==> config.mk <==
export PLATFORM = sky130hd
export DESIGN_NAME = tmr_scrubber
export DESIGN_NICKNAME = d
export VERILOG_FILES = /design/src/rtl/tmr_scrubber.sv
export SDC_FILE = /design/constraint.sdc
export NUM_CORES = 1
export LEC_CHECK = 0
export CORE_MARGIN = 10
export CORE_UTILIZATION = 46
export DETAILED_ROUTE_END_ITERATION = 6
export PLACE_DENSITY = 0.8
export SLEW_MARGIN = 0
export SYNTH_ARGS = -nofsm -noshare
export SYNTH_HDL_FRONTEND = slang
export SYNTH_SLANG_ARGS = --single-unit
==> constraint.sdc <==
create_clock -name c -period 1.73 [get_ports c]
set_input_delay 0.2595 -clock c [delete_from_list [all_inputs] [get_ports c]]
set_output_delay 0.2595 -clock c [all_outputs]
set_load 0.01 [all_outputs]
==> src/rtl/tmr_scrubber.sv <==
// Background 2-of-3 vote-and-repair scrubber for triplicated memories.
// Optional `TMR_SCRUB_AUTO_EN`: rescan automatically after PERIOD idle cycles.
module tmr_scrubber #(
  parameter int DW     = 8,
  parameter int AW     = 4,
  parameter int CW     = 8,
  parameter int PERIOD = 1024
) (
  input  logic          c,
  input  logic          rn,
  input  logic          start,
  input  logic          hold,
  input  logic          clr,
  output logic          re,
  output logic [AW-1:0] ra,
  input  logic [DW-1:0] rd0,
  input  logic [DW-1:0] rd1,
  input  logic [DW-1:0] rd2,
  output logic [2:0]    we,
  output logic [AW-1:0] wa,
  output logic [DW-1:0] wd,
  output logic          busy,
  output logic          done,
  output logic [CW-1:0] err_cnt,
  output logic [2:0]    rep_err,
  output logic [2:0]    dbg_state
);

  // Port protocol: re/we are single-cycle strobes that fire only while hold=0;
  // hold is the "not ready" side and freezes READ/WRITE; rd0..2 return the
  // word one cycle after the re strobe and are consumed in CMP.
  localparam logic [2:0] S_IDLE  = 3'd0;
  localparam logic [2:0] S_READ  = 3'd1;
  localparam logic [2:0] S_CMP   = 3'd2;
  localparam logic [2:0] S_WRITE = 3'd3;
  localparam logic [2:0] S_DONE  = 3'd4;

  if (PERIOD < 2) begin : g_bad_period
    $error("tmr_scrubber: PERIOD must be at least 2");
  end

  logic [2:0]    state, state_nx;
  logic [AW-1:0] a;
  logic [DW-1:0] v, v_q;
  logic [2:0]    m, m_q;
  logic          go, last, wr_fire;

  assign v       = (rd0 & rd1) | (rd0 & rd2) | (rd1 & rd2);
  assign m       = {rd2 != v, rd1 != v, rd0 != v};
  assign last    = (a == {AW{1'b1}});
  assign wr_fire = (state == S_WRITE) && !hold;

`ifdef TMR_SCRUB_AUTO_EN
  localparam int ICW = $clog2(PERIOD + 1);
  logic [ICW-1:0] idle_cnt;

  assign go = start || (idle_cnt == ICW'(PERIOD - 1));

  // Counts only consecutive IDLE cycles; any scan start rearms it.
  always_ff @(posedge c or negedge rn) begin
    if (!rn)                                idle_cnt <= '0;
    else if ((state != S_IDLE) || go)       idle_cnt <= '0;
    else                                    idle_cnt <= idle_cnt + ICW'(1);
  end
`else
  assign go = start;
`endif

  always_comb begin
    state_nx = state;
    case (state)
      S_IDLE:  if (go) state_nx = S_READ;
      S_READ:  if (!hold) state_nx = S_CMP;
      S_CMP:   begin
        if (m != 3'b000) state_nx = S_WRITE;
        else             state_nx = last ? S_DONE : S_READ;
      end
      S_WRITE: if (!hold) state_nx = last ? S_DONE : S_READ;
      S_DONE:  state_nx = S_IDLE;
      default: state_nx = S_IDLE;
    endcase
  end

  always_ff @(posedge c or negedge rn) begin
    if (!rn) begin
      state <= S_IDLE;
      a     <= '0;
      v_q   <= '0;
      m_q   <= '0;
    end else begin
      state <= state_nx;
      if ((state == S_IDLE) && go) a <= '0;
      if (state == S_CMP) begin
        v_q <= v;
        m_q <= m;
        if ((m == 3'b000) && !last) a <= a + AW'(1);
      end
      if (wr_fire && !last) a <= a + AW'(1);
    end
  end

  // clr takes priority over a same-edge correction.
  always_ff @(posedge c or negedge rn) begin
    if (!rn) begin
      err_cnt <= '0;
      rep_err <= '0;
    end else if (clr) begin
      err_cnt <= '0;
      rep_err <= '0;
    end else if (wr_fire) begin
      if (err_cnt != {CW{1'b1}}) err_cnt <= err_cnt + CW'(1);
      rep_err <= rep_err | m_q;
    end
  end

  assign re        = (state == S_READ) && !hold;
  assign ra        = re ? a : '0;
  assign we        = wr_fire ? m_q : 3'b000;
  assign wa        = wr_fire ? a : '0;
  assign wd        = wr_fire ? v_q : '0;
  assign busy      = (state != S_IDLE);
  assign done      = (state == S_DONE);
  assign dbg_state = state;

endmodule

==> impl_metrics.toml <==
[synth]
synth_seq_area_share_pct = 36.0
synth_ff_type = "dfrtp_1"
yosys.area.top_type = "dfrtp_1"
synth_top_area_share_pct = 36.0
synth_area_leaders = "dfrtp_1 (36%), nor3b_1 (6.7%), and2_1 (6.5%)"
yosysMostFrequentCell = "dfrtp_1"
ys_warn_count = 0
ys_types = 42
synth_nets = 262
ys_top_cells_by_count = "dfrtp_1 (29), nor2_1 (25), nand2_1 (23)"
syn_area_per_cell_um2 = 8.72
ys_ff_latch = 29
ys_async_sr_fraction_pct = 100
synth_edf_count = 0
syn_inst = 231
syn_area_um2 = 2010

[drt]
wl_um = 7850
wl_per_cell_um = 18.6
antenna_left = 0
first_pass_iters = 5
drc = 0
vias_per_cell = 5.76
drt-initial-drc-count = 188
vias = 2424

[timing]
rsz0062_at_grt = "true"
setup_viol = 26
layout_setup_ws_ps = -174
fmax_mhz = 525
finalHoldViolations = 0
fin_tns_setup_ps = -2000
min_period_over_period_pct = 110
tightestPinTransition_ps = 456
slew_violations = 0
relSlewSlack_pct = 69.5
period_needed_ps = 1900
fin_skew_ps = 5.31

[setup_path]
crit_family = "simple AND/OR/NAND/NOR gates"
cp_slowest_cell = "dfrtp_1"
rr_startpoint = "dbg_state[2]"
r2r_slack_ps = -160
critPathKind = "reg -> out"
cpMostUsedCell = "buf_6"
crit_start = "dbg_state[2]"
crit_chain = "and4bb_4, buf_6, buf_6, buf_6, and2_4, buf_6"
startpoint_type = "register"
cp_num_buf_inv = 4
path_max_fanout = 4
worstSetupEndpointType = "primary output"
crit_path_max_incr_delay_ps = 430
cp_data_arrival_time_ps = 1640
required_ps = 1470

[power]
power_frac_clock_pct = 16.0
p_seq_share_pct = 28.3
p_leak_nw = 1.69
powerDensity_nw_per_um2 = 1030
swShare_pct = 38.2
vdd_drop_max_mv = 0.418
pwr-share-comb_pct = 55.8
p_int_w = 0.00226
total_power_w = 0.00366
p_sw_w = 0.00140

[placement]
place_congestion = 0.814
portBuffers = 64
post-place-ws_ps = -774
dp_hpwl_um = 4280

[floorplan]
core_area_um2 = 4290
fp.dieW_um = 86.2
die_height_um = 86.2
num_io_pins = 65
start_util_pct = 46.9
die-area_um2 = 7430
rows = 24

[min_path]
min_path_type = "in -> reg"
min-delay-start = "rd2[7]"

[grt]
grt.busiest_layer = "met2"
grt_antenna_before_repair = 0
grt_util_met1_pct = 18.9
grt_pass1_wl_um = 11300
grt_pass1_vias = 2466
met3_usage_pct = 4.50
grt_max_degree = 30
grtUsageTotal_pct = 18.2
grt_use_met2_pct = 33.5
grt_remaining_overflow = 0

[clocking]
h-tree-depth = 2
clkSinkCount = 29
clkLatencyLatePin_ps = 290
cts_max_path_buffers = 2
clkTransAtPathRegs_ps = 70
numCtsBuffers = 5
clock-root-buffer = "clkbuf_8"
cts_tree = "done"

[cells_and_area]
final_nets = 400
diodes = 0
drive_above_1_share_pct = 51.2
syn2layout_area_growth_pct = 76.5
fin_util_pct = 82.8

[run]
drv_cap = 0

[outcome]
violations = "setup timing"
status = "complete, but fails checks"
[worst min-delay path: stages]
cell and delay [ps]:
buf_6 90, o21ai_0 60, o21ai_0 120
[metrics by stage]
step | hold slack (ps) | cell area (um2) | instances
floorplan | -36.1 | 2020 | 231
global placement | 450 | 3040 | 388
detailed placement | 458 | 3040 | 388
CTS | 362 | 3390 | 416
global route | 333 | 3560 | 421
finish | 287 | 3560 | 421
[repair_timing]
item / CTS / global route
setup endpoints to repair: 33 / 46
gates resized for setup: 171 / 97
pin swaps: 28 / 32
setup buffers: 20 / 6
hold buffers: 0 / 0
cloned: 2 / 0
endpoints found under the hold margin: 0 / 0
[flip-flops by register name (all words and copies together) (netlist names)]
name,flops
dbg_state,3
err_cnt,8
rep_err,3
v_q,8
a,4
m_q,3
[power groups by stage]
stage | clock network, W | registers, W | logic [W]
2_1_floorplan | 0 | 0.00101 | 0.000742
3_3_place_gp | 0 | 0.000988 | 0.00142
3_5_place_dp | 0 | 0.000994 | 0.00146
4_1_cts | 0.000575 | 0.00100 | 0.00168
5_1_grt | 0.000605 | 0.00106 | 0.00217
6_report | 0.000585 | 0.00104 | 0.00204
[kinds of logic (layout without fill, tap and decap cells)]
kind of cell | count (synthesis) | in the layout | share of synthesized area [%]
muxes | 4 | 4 | 1.99
xor gates and xnor gates | 9 | 9 | 3.91
and+or+nand+nor | 130 | 132 | 39.1
buffers and inverters | 10 | 146 | 2.61
DFF | 29 | 29 | 36.0
AOI/OAI and AO/OA | 47 | 47 | 15.2
adders and majority gates | 2 | 2 | 1.24
[routing by layer]
layer | share of wire (%) | up-vias
li1 | - | 1112
met1 | 38 | 1160
met2 | 52 | 117
met3 | 6.0 | 35
met4 | 4.1 | 0
met5 | 0 | -
[area by class of cell]
class	count	area (um2)
Clock inverter	1	7.51
Timing Repair Buffer	135	1110
Sequential cell	29	729
Fill cell	247	738
Tap cell	52	65.1
Clock buffer	6	82.6
Multi-Input combinational cell	194	1550
Inverter	4	15.0
[path summary, 6_finish.rpt]
path / endpoint / depth (start not counted)
max in group asynchronous: dbg_state[0] / 2
worst min-delay path: v_q[7] / 3
worst max-delay path: wd[6] / 6
worst min register to register: v_q[2] / 2
min in group asynchronous: err_cnt[7] / 2
worst max register to register: a[2] / 9
[cell usage in the layout, fill, tap and decap left out, types with 3 or more instances in the layout]
master / count
nor4_2: 6
buf_2: 11
xnor2_1: 4
mux2i_1: 4
nand4_1: 3
nand2_1: 19
clkbuf_8: 6
o31ai_1: 4
o21a_1: 4
dfrtp_2: 3
nand2_2: 4
a21o_1: 5
buf_6: 30
dfrtp_1: 26
and2_4: 15
a21oi_2: 6
buf_4: 56
nor2_1: 21
nor3b_1: 14
clkdlybuf4s50_1: 16
xor2_1: 4
and3b_1: 14
nand3_1: 3
nor3b_2: 3
and2_1: 6
o21ai_0: 13
clkbuf_2: 17
inv_1: 4
No activity file was read; power rests on OpenSTA's default activity.
